[src/rtl/macc_result_drain_pkg.sv]
// Shared constants and helpers for the MACC result drain.
// Defaults match the MACC array that feeds this block.
package macc_result_drain_pkg;

    localparam int DEF_NUM_MACC   = 5;
    localparam int DEF_IN_WIDTH   = 20;
    localparam int DEF_NUM_PASSES = 3;
    localparam int DEF_ACC_WIDTH  = 32;
    localparam int DEF_SHIFT      = 4;

    localparam int RQ_MIN = 0;
    localparam int RQ_MAX = 127;

    typedef enum logic {
        SER_IDLE = 1'b0,
        SER_SEND = 1'b1
    } ser_state_e;

    function automatic int idx_w(input int n);
        return (n <= 1) ? 1 : $clog2(n);
    endfunction

endpackage

[src/rtl/macc_result_drain_requant_relu_sat.sv]
// One lane of requantization: round, arithmetic shift,
// ReLU and clamp to the positive int8 range.
module requant_relu_sat
    import macc_result_drain_pkg::*;
#(
    parameter int ACC_WIDTH = DEF_ACC_WIDTH,
    parameter int SHIFT     = DEF_SHIFT
) (
    input  logic signed [ACC_WIDTH-1:0] i_acc,
    output logic        [7:0]           o_byte
);

    localparam int AW1 = ACC_WIDTH + 1;
    localparam int RND = (SHIFT > 0) ? (1 << (SHIFT - 1)) : 0;

    localparam logic signed [ACC_WIDTH:0] LO = AW1'(RQ_MIN);
    localparam logic signed [ACC_WIDTH:0] HI = AW1'(RQ_MAX);

    logic signed [ACC_WIDTH:0] sum;
    logic signed [ACC_WIDTH:0] r;

    // Widen by one bit so the rounding add cannot wrap.
    always_comb begin
        sum = AW1'(i_acc) + AW1'(RND);
        r   = sum >>> SHIFT;
        if (r < LO) begin
            o_byte = 8'(RQ_MIN);
        end else if (r > HI) begin
            o_byte = 8'(RQ_MAX);
        end else begin
            o_byte = r[7:0];
        end
    end

endmodule

[src/rtl/macc_result_drain.sv]
// Accumulates NUM_PASSES beats of MACC lane results,
// requantizes a finished group and serializes it bytewise.
module macc_result_drain
    import macc_result_drain_pkg::*;
#(
    parameter int NUM_MACC   = DEF_NUM_MACC,
    parameter int IN_WIDTH   = DEF_IN_WIDTH,
    parameter int NUM_PASSES = DEF_NUM_PASSES,
    parameter int ACC_WIDTH  = DEF_ACC_WIDTH,
    parameter int SHIFT      = DEF_SHIFT
) (
    input  logic                         clk,
    input  logic                         rst_n,
    input  logic [IN_WIDTH*NUM_MACC-1:0] i_data,
    input  logic                         i_valid,
    input  logic [16*NUM_MACC-1:0]       i_bias,
    output logic [7:0]                   o_data,
    output logic [idx_w(NUM_MACC)-1:0]   o_lane,
    output logic                         o_last,
    output logic                         o_valid,
    input  logic                         i_ready,
    output logic                         o_stall,
    output logic                         o_overflow
);

    localparam int LW = idx_w(NUM_MACC);
    localparam int PW = idx_w(NUM_PASSES);

    localparam logic [LW-1:0] LANE_LAST = LW'(NUM_MACC - 1);
    localparam logic [PW-1:0] PASS_LAST = PW'(NUM_PASSES - 1);

    logic signed [ACC_WIDTH-1:0] acc_q [NUM_MACC];
    logic signed [ACC_WIDTH-1:0] acc_d [NUM_MACC];
    logic signed [ACC_WIDTH-1:0] d_ext [NUM_MACC];
    logic signed [ACC_WIDTH-1:0] b_ext [NUM_MACC];

    logic [7:0] buf_q [NUM_MACC];
    logic [7:0] buf_d [NUM_MACC];
    logic [7:0] rq    [NUM_MACC];

    logic [PW-1:0] pass_q, pass_d;
    logic          full_q, full_d;
    logic          ovf_q,  ovf_d;

    ser_state_e    state_q;
    logic [LW-1:0] lane_q;
    logic [LW-1:0] lane_nx;
    logic [7:0]    data_q;
    logic [7:0]    nxt_byte;
    logic          valid_q;
    logic          last_q;

    logic hs;
    logic last_hs;
    logic buf_free;
    logic xfer;
    logic stall;
    logic accept;

    // The output buffer frees up when idle or on its
    // final handshake, letting a FULL group move in.
    assign hs       = valid_q & i_ready;
    assign last_hs  = hs & (lane_q == LANE_LAST);
    assign buf_free = (state_q == SER_IDLE) | last_hs;
    assign xfer     = full_q & buf_free;
    assign stall    = full_q & ~xfer;
    assign accept   = i_valid & ~stall;
    assign lane_nx  = lane_q + 1'b1;

    for (genvar k = 0; k < NUM_MACC; k++) begin : g_lane
        assign d_ext[k] = ACC_WIDTH'($signed(
            i_data[k*IN_WIDTH +: IN_WIDTH]));
        assign b_ext[k] = ACC_WIDTH'($signed(
            i_bias[k*16 +: 16]));

        requant_relu_sat #(
            .ACC_WIDTH (ACC_WIDTH),
            .SHIFT     (SHIFT)
        ) u_rq (
            .i_acc  (acc_q[k]),
            .o_byte (rq[k])
        );
    end

    // Accumulate accepted beats; snapshot requantized
    // bytes into the buffer when a group transfers.
    always_comb begin
        pass_d = pass_q;
        full_d = full_q;
        ovf_d  = ovf_q | (i_valid & stall);
        for (int k = 0; k < NUM_MACC; k++) begin
            acc_d[k] = acc_q[k];
            buf_d[k] = xfer ? rq[k] : buf_q[k];
            if (accept) begin
                if (pass_q == '0) begin
                    acc_d[k] = b_ext[k] + d_ext[k];
                end else begin
                    acc_d[k] = acc_q[k] + d_ext[k];
                end
            end
        end
        if (xfer) begin
            full_d = 1'b0;
        end
        if (accept) begin
            if (pass_q == PASS_LAST) begin
                pass_d = '0;
                full_d = 1'b1;
            end else begin
                pass_d = pass_q + 1'b1;
            end
        end
    end

    // Select the buffered byte for the following lane.
    always_comb begin
        nxt_byte = '0;
        for (int k = 0; k < NUM_MACC; k++) begin
            if (LW'(k) == lane_nx) begin
                nxt_byte = buf_q[k];
            end
        end
    end

    // Datapath and control state registers.
    always_ff @(posedge clk or negedge rst_n) begin
        if (!rst_n) begin
            pass_q <= '0;
            full_q <= 1'b0;
            ovf_q  <= 1'b0;
            for (int k = 0; k < NUM_MACC; k++) begin
                acc_q[k] <= '0;
                buf_q[k] <= '0;
            end
        end else begin
            pass_q <= pass_d;
            full_q <= full_d;
            ovf_q  <= ovf_d;
            for (int k = 0; k < NUM_MACC; k++) begin
                acc_q[k] <= acc_d[k];
                buf_q[k] <= buf_d[k];
            end
        end
    end

    // Serializer: lane 0 comes straight from the
    // requantizers so a reload has no bubble.
    always_ff @(posedge clk or negedge rst_n) begin
        if (!rst_n) begin
            state_q <= SER_IDLE;
            lane_q  <= '0;
            data_q  <= '0;
            valid_q <= 1'b0;
            last_q  <= 1'b0;
        end else begin
            unique case (state_q)
                SER_IDLE: begin
                    if (xfer) begin
                        state_q <= SER_SEND;
                        lane_q  <= '0;
                        data_q  <= rq[0];
                        valid_q <= 1'b1;
                        last_q  <= (NUM_MACC == 1);
                    end
                end
                SER_SEND: begin
                    if (xfer) begin
                        lane_q  <= '0;
                        data_q  <= rq[0];
                        valid_q <= 1'b1;
                        last_q  <= (NUM_MACC == 1);
                    end else if (last_hs) begin
                        state_q <= SER_IDLE;
                        lane_q  <= '0;
                        valid_q <= 1'b0;
                        last_q  <= 1'b0;
                    end else if (hs) begin
                        lane_q  <= lane_nx;
                        data_q  <= nxt_byte;
                        last_q  <= (lane_nx == LANE_LAST);
                    end
                end
                default: begin
                    state_q <= SER_IDLE;
                    valid_q <= 1'b0;
                end
            endcase
        end
    end

    assign o_data     = data_q;
    assign o_lane     = lane_q;
    assign o_last     = last_q;
    assign o_valid    = valid_q;
    assign o_stall    = stall;
    assign o_overflow = ovf_q;

endmodule

[config.mk]
export PLATFORM = sky130hd
export DESIGN_NAME = macc_result_drain
export DESIGN_NICKNAME = d
export VERILOG_FILES = /design/src/rtl/macc_result_drain_pkg.sv /design/src/rtl/macc_result_drain_requant_relu_sat.sv /design/src/rtl/macc_result_drain.sv
export SDC_FILE = /design/constraint.sdc
export NUM_CORES = 1
export LEC_CHECK = 0
export ABC_AREA = 1
export BUFFER_PORTS_ARGS = -buffer_cell sky130_fd_sc_hd__clkbuf_2
export CAP_MARGIN = 20
export CORE_AREA = 4 4 369 262
export CTS_CLUSTER_DIAMETER = 60
export DETAILED_ROUTE_END_ITERATION = 6
export DIE_AREA = 0 0 373 266
export GPL_ROUTABILITY_DRIVEN = 0
export PLACE_DENSITY_LB_ADDON = 0.2
export SETUP_SLACK_MARGIN = 0.15
export SYNTH_ARGS = -nofsm -noshare
export SYNTH_HDL_FRONTEND = slang
export SYNTH_SLANG_ARGS = --single-unit
export TNS_END_PERCENT = 100
[constraint.sdc]
create_clock -name clk -period 4.54 [get_ports clk]
set_clock_uncertainty 0.2 [all_clocks]
set_input_delay 0 -clock clk [delete_from_list [all_inputs] [get_ports clk]]
set_output_delay 0 -clock clk [all_outputs]
set_load 0.02 [all_outputs]
==> metrics, run 1 <==
outcome=finished, violations left; failing checks=design-rule violations; CTS max path bufs=3; critical path type=in -> reg; Synth Net Count=between 5000 and 6000; crit-path cells=dlygate4sd3_1 > clkbuf_2 > ha_2 > inv_1 > fa_1 > inv_1 > nand3_1 > nand2_1 > a21oi_1 > o21ai_1 > nand3_1 > nand2_1 > a21oi_1 > dlygate4sd3_1 > o21ai_0 > dlygate4sd3_1 > a31oi_1 > dlygate4sd3_1; Max-cap violations=0; Setup TNS Final=0 ps; mapped cell area=28600 um^2; FF+latch count, synth=218; vias=33043; final antenna-violating net count=0; Net Sw Power=0.01234 W; floorplan row count=94; crit path time final=4093 ps; die height=266 um; Die ar.=99220 um^2; HP Start=i_data[41]; Slew HR=47.38%; Pwr Density=652.3 nW/um^2; CP endpoint kind=flip-flop; Pre-Repair DR Iteration Count=7; share of the synthesized area in the top cell type=about a fifth; Initial Util=30.66%; largest net degree at the start of global routing=116; largest area contributor in the netlist=dfrtp_1; Post-synth EDFFs=0; Post-synth top flop=dfrtp_1; r2r setup slk=740 ps; arrival time at the worst endpoint=4340 ps; met1 Track Usage GR=33.55%; Critical R2R Launch=o_lane[0]; sequential-to-total area share from yosys stat=19.08%; CTS Buf Count=36; total grt overflow=0; syn avg cell area=6.070 um^2; Leak=16.81 nW; initial detailed-routing violation count=roughly 3200; Core ar.=93270 um^2; clock power share=13.8%; worst flop-to-flop path endpoint=acc_q[74]; min-delay worst type=in -> reg; number of diodes=0; final setup vio count=0; Post-Synthesis Cells=about 4700; sequential share of power=19.6%; P_int=approximately 0.011 W; Worst Hold End=acc_q[65]; DR DRC count=2; clk sinks=approximately 220; CTS tree=yes; first-pass GRT wire length=175000 um; Die X=373 um; I/O Pins=199; Hold Path Depth=6; hpwl dp=88750 um; final hold viol count=0; Critical Path Max Stage Delay=600 ps; setup repair bufs after CTS=0; routed length per placed instance=roughly 17 um; number of global-route vias before repair=30701; Slew @ Worst Pin=789.3 ps; Placed Area=around 31000 um^2; IR drop worst, VDD=between 0.3 and 0.4 mV; Layout Nets=approximately 5600; Post-synth ARST share=100.0%; Cell variety after synth=49; Final period util=between 90 and 100%; Comb pwr share=66.6%; Port Buffers=198; CTS clock-pin slew for the worst setup and hold paths=60 ps; CTS Root Cell=clkbuf_16; Skew-Pair Late Insertion Delay=about 570 ps; worst-case reg-to-reg path depth=12; routing usage on met2=32.46%; layout cells sized above 1=6.897%; CP max stage cell=dlygate4sd3_1; critical path data required time=4790 ps; Area growth, synth to finish=22.48%; Sw Share=54.00%; initial antenna violation count=2; global routing usage on met3=3.154%; GRT Max-Usage Layer=met1; Via-to-Cell Ratio=5.144; H-tree Lvls=2; RSZ-0062 raised after global routing=false; All-Layer GR Usage=a little over a fifth; YS warnings=0; Synth area leaders=dfrtp_1 (19%), nand2_1 (16%), ha_1 (12%); total routed wirelength=111500 um; design area=between 30000 and 40000 um^2; Worst setup SP type=primary input; Top cell by count, worst path=dlygate4sd3_1; Slew Limit Fails=0; upper clock frequency limit=0.2443 GHz; worst-path fanout max=4
-- placed cells by master (no fill, tap or decap), types with 7 or more instances in the layout --
| cell type | netlist | routed |
|---|---|---|
| nand2_1 | 1197 | 1196 |
| inv_1 | 573 | 571 |
| xor2_1 | 79 | 79 |
| nor3_1 | 79 | 79 |
| nor4_1 | 27 | 27 |
| a211oi_1 | 14 | 14 |
| clkbuf_2 | 0 | 197 |
| nor2_2 | 10 | 10 |
| o221ai_1 | 7 | 7 |
| o21bai_1 | 34 | 34 |
| a31oi_1 | 86 | 86 |
| ha_1 | 266 | 265 |
| nand4_1 | 64 | 64 |
| o211ai_1 | 23 | 23 |
| or2_2 | 47 | 47 |
| nor3_2 | 7 | 7 |
| nand3_1 | 333 | 333 |
| clkbuf_16 | 0 | 37 |
| o21ai_1 | 11 | 12 |
| a21oi_1 | 421 | 421 |
| o21a_1 | 12 | 12 |
| xnor2_1 | 36 | 36 |
| a21o_1 | 48 | 48 |
| dlygate4sd3_1 | 0 | 267 |
| nand3b_1 | 23 | 23 |
| bufinv_16 | 0 | 8 |
| fa_1 | 10 | 10 |
| nor2_1 | 565 | 564 |
| inv_6 | 0 | 7 |
| o21ai_0 | 336 | 335 |
| a221oi_1 | 13 | 13 |
| a21boi_0 | 23 | 23 |
| a22oi_1 | 34 | 34 |
| dfrtp_1 | 218 | 218 |
-- power groups by stage --
stage	combinational, W	sequential [W]	clock [W]
floorplan	0.0104	0.00379	0
global placement	0.0140	0.00447	0
detailed placement	0.0140	0.00446	0
CTS	0.0150	0.00444	0.00323
global route	0.0172	0.00461	0.00331
finish	0.0152	0.00448	0.00315
-- area by class of cell --
class,count,area [um^2]
timing repair buffer,476,3826
fill,10237,58240
sequential,218,5455
inverter,580,2187
clock inverter,20,334.1
tap,1248,1562
clock buffer,42,974.7
multi-input combinational,3840,20690
-- Yosys cell counts, drive strengths merged (2+ instances only) --
master,instances
nor2,580
a211oi,14
nand3b,23
o221ai,7
o21a,12
o211a,4
dfrtp,218
o31ai,5
a31oi,86
or2,47
nor3b,3
a22oi,34
ha,266
a21boi,23
nand4,64
nor4,28
inv,575
o22a,2
xnor2,36
o21ai,347
a21oi,421
a221oi,13
nand2,1201
nor3,87
o21bai,34
a21o,48
o211ai,23
clkinv,5
nand3,338
clkbuf,47
fa,10
xor2,79
buf,26
-- logic make-up after synthesis --
group	after synthesis	share of synthesized area (%)
simple gates	2373	35.13
buf+inv	653	8.641
flops	218	19.08
xor+xnor	115	3.522
compound gates	1076	21.29
fa+ha+maj	276	12.34
-- metal layers --
layer  wire length, um  vias up  share of wire (%)
li1                  -    16790                  -
met1             56960    15182                 51
met2             45530      972                 41
met3              7395       97                6.6
met4              1582        2                1.4
met5                13        -              0.012
-- registers in the layout (all words and copies together), names as in the netlist --
| register | count |
|---|---|
| o_lane | 3 |
| state_q | 1 |
| o_overflow | 1 |
| full_q | 1 |
| o_valid | 1 |
| acc_q | 160 |
| buf_q | 40 |
| o_data | 8 |
| pass_q | 2 |
| o_last | 1 |
-- worst max path at each step --
| stage | from | end | slack, ps | cells after the start |
|---|---|---|---|---|
| after detailed placement | o_lane[0] | acc_q[158] | 1160 | 11 |
| final | i_data[0] | acc_q[138] | 450 | 18 |
| after global placement | o_lane[0] | acc_q[158] | 1230 | 11 |
| after CTS | i_data[0] | acc_q[138] | 380 | 18 |
| after floorplan | o_lane[0] | acc_q[21] | 1970 | 13 |
| after global routing | i_data[0] | acc_q[138] | 230 | 18 |
-- metrics by stage --
step	cells	utilization, %	power, W	setup WS, ps	hold WS (ps)
final	6424	37.56	0.02285	446.8	22.28
after detailed placement	6094	33.26	0.01847	1163	-203.3
after CTS	6424	37.55	0.02272	380.8	9.436
after floorplan	4711	-	0.01416	1974	-495.6
after global routing	6424	37.56	0.02515	232.3	71.53
after global placement	6094	33.26	0.01848	1233	-207.6
-- timing repair --
item / 4_1_cts / 5_1_grt
endpoints found under the hold margin: 346 / 0
hold buffers: 268 / 0
endpoints found under the setup margin: 0 / 1
resized for setup: 0 / 2
-- worst max-delay path, delay by kind of cell --
kind,cells,cell delay [ps]
AO/OA/AOI/OAI,5,620
AND/OR/NAND/NOR,4,410
buffers and inverters,7,2670
adder cells (fa/ha/maj),2,640
Note: power is estimated with default switching activity, not from simulation.
==> inputs of run 2 (changes only) <==
PLACE_DENSITY = 0.48   (was default)
PLACE_DENSITY_LB_ADDON = default   (was 0.2)
==> run 2 against run 1 <==
The run now ends clean. Cell count grew 0.11%. Routed wire length grew 3.1%. Global-route usage grew 0.63 points. Largest power group unchanged.
==> metrics, run 2 (synthesis gave the netlist of run 1 again) <==
H-tree Lvls=2; most common cell after layout, fill and taps aside=nand2_1; fillcell total=10290; Max-cap violations=0; Final period util=between 90% and 100%; Die ar.=99220 um^2; Biggest register=acc_q; RSZ-0062 raised after global routing=false; Top cell by count, worst path=dlygate4sd3_1; Pwr Density=651.2 nW/um^2; Pre-Repair DR Iteration Count=7; vias=32960; Die X=373 um; number of global-route vias before repair=30423; critical path data required time=roughly 4800 ps; Core ar.=93270 um^2; I/O Pins=199; hpwl dp=between 90000 and 100000 um; Leak=~17 nW; CTS Root Cell=clkbuf_16; crit-path cells=dlygate4sd3_1 > clkbuf_2 > ha_1 > inv_1 > fa_1 > inv_1 > nand3_1 > nand2_1 > a21oi_1 > o21ai_0 > nand3_1 > nand2_1 > a21oi_1 > dlygate4sd3_1 > o21ai_0 > dlygate4sd3_1 > a31oi_1 > dlygate4sd3_1; Slew @ Worst Pin=758.3 ps; CTS Buf Count=38; Layout Nets=5615; CP max stage cell=dlygate4sd3_1; first-pass GRT wire length=179000 um; Via-to-Cell Ratio=5.125; upper clock frequency limit=0.2402 GHz; number of diodes=0; Placed Instances=between 6000 and 7000; min-delay worst type=in -> reg; cts repair resizes=0; Initial Util=a little under a third; final antenna-violating net count=0; layout cells sized above 1=6.926%; All-Layer GR Usage=22.46%; Port Buffers=198; HP Start=i_data[22]; Critical R2R Launch=pass_q[0]; final hold viol count=0; initial antenna violation count=1; crit path from=i_bias[0]; IR drop worst, VDD=between 0.4 and 0.5 mV; Skew-Pair Late Insertion Delay=around 570 ps; Setup TNS Final=0 ps; routed length per placed instance=17.88 um; DR DRC count=0; Non-Filler Instances=6431; initial detailed-routing violation count=2750; delay-heaviest family, CP=buffers and inverters; Critical Path Max Stage Delay=between 500 and 600 ps; arrival time at the worst endpoint=4410 ps; Finished Core Util=37.48%; CTS max path bufs=3; Area growth, synth to finish=22.24%; Hold Worst Slack=46.94 ps; total routed wirelength=115000 um; max reg flops=160; critical path type=in -> reg; crit path time final=4163 ps; clk sinks=218; final setup vio count=0; most frequent cells in the layout=nand2_1 (1196), inv_1 (571), nor2_1 (564); largest net degree at the start of global routing=approximately 110; CTS clock-pin slew for the worst setup and hold paths=50 ps; CP Buf/Inv Count=7; CP endpoint kind=flip-flop; total grt overflow=0; Slew HR=between 40% and 50%; floorplan row count=94; outcome=finished, final reports clean; Slew Limit Fails=0; die height=266 um; worst-path fanout max=4; CTS tree=yes; Worst setup SP type=primary input
-- run 2: worst paths after layout --
path                               to  slack, ps  cells past startpoint
setup / recovery           acc_q[138]        380                     18
hold / removal              acc_q[98]         50                      7
setup reg to reg            acc_q[40]        670                      9
hold reg to reg              buf_q[6]        270                      2
max in group asynchronous   o_data[0]       3120                      4
min in group asynchronous   acc_q[97]        430                      4
-- run 2: area by class of cell --
| class | instances | area, um^2 | share of cell area, % |
|---|---|---|---|
| tap | 1248 | 1562 | 4.467 |
| clock buffer | 47 | 1026 | 2.935 |
| inverter | 580 | 2187 | 6.256 |
| sequential | 218 | 5455 | 15.60 |
| timing repair buffer | 477 | 3821 | 10.93 |
| multi-input combinational | 3840 | 20690 | 59.17 |
| clock inverter | 21 | 221.5 | 0.6335 |
-- run 2: what timing repair did --
action / in CTS / in global routing
setup buffers: 0 / 0
endpoints found under the setup margin: 0 / 0
hold buffers: 268 / 0
hold endpoints to repair: 307 / 0
-- run 2: worst min-delay path: cells and delay by family --
family / cells / cell delay (ps)
fa+ha+maj: 1 / 250
compound gates: 3 / 240
buf+inv: 1 / 140
simple gates: 2 / 140
-- run 2: where the power goes --
| group | switching [W] | leakage [nW] | total (W) | internal (W) |
|---|---|---|---|---|
| Combinational | 0.00970 | 13.6 | 0.0153 | 0.00562 |
| Clock | 0.00118 | 0.608 | 0.00297 | 0.00179 |
| Sequential | 0.00159 | 2.57 | 0.00447 | 0.00289 |
-- run 2: per-stage QoR --
stage          cell area, um^2  power [W]  worst slack, ps
2_1_floorplan            28600    0.01416             1974
3_3_place_gp             31010    0.01856             1279
3_5_place_dp             31010    0.01858             1193
4_1_cts                  34960    0.02268            463.7
5_1_grt                  34960    0.02510            171.2
6_report                 34960    0.02276            377.3
-- run 2: routing by layer --
layer	wire (um)	GRT usage (%)	vias to the layer above
li1	-	-	16817
met1	60080	35.24	15141
met2	46090	32.81	903
met3	7040	2.793	99
met4	1747	3.940	0
met5	0	0	-
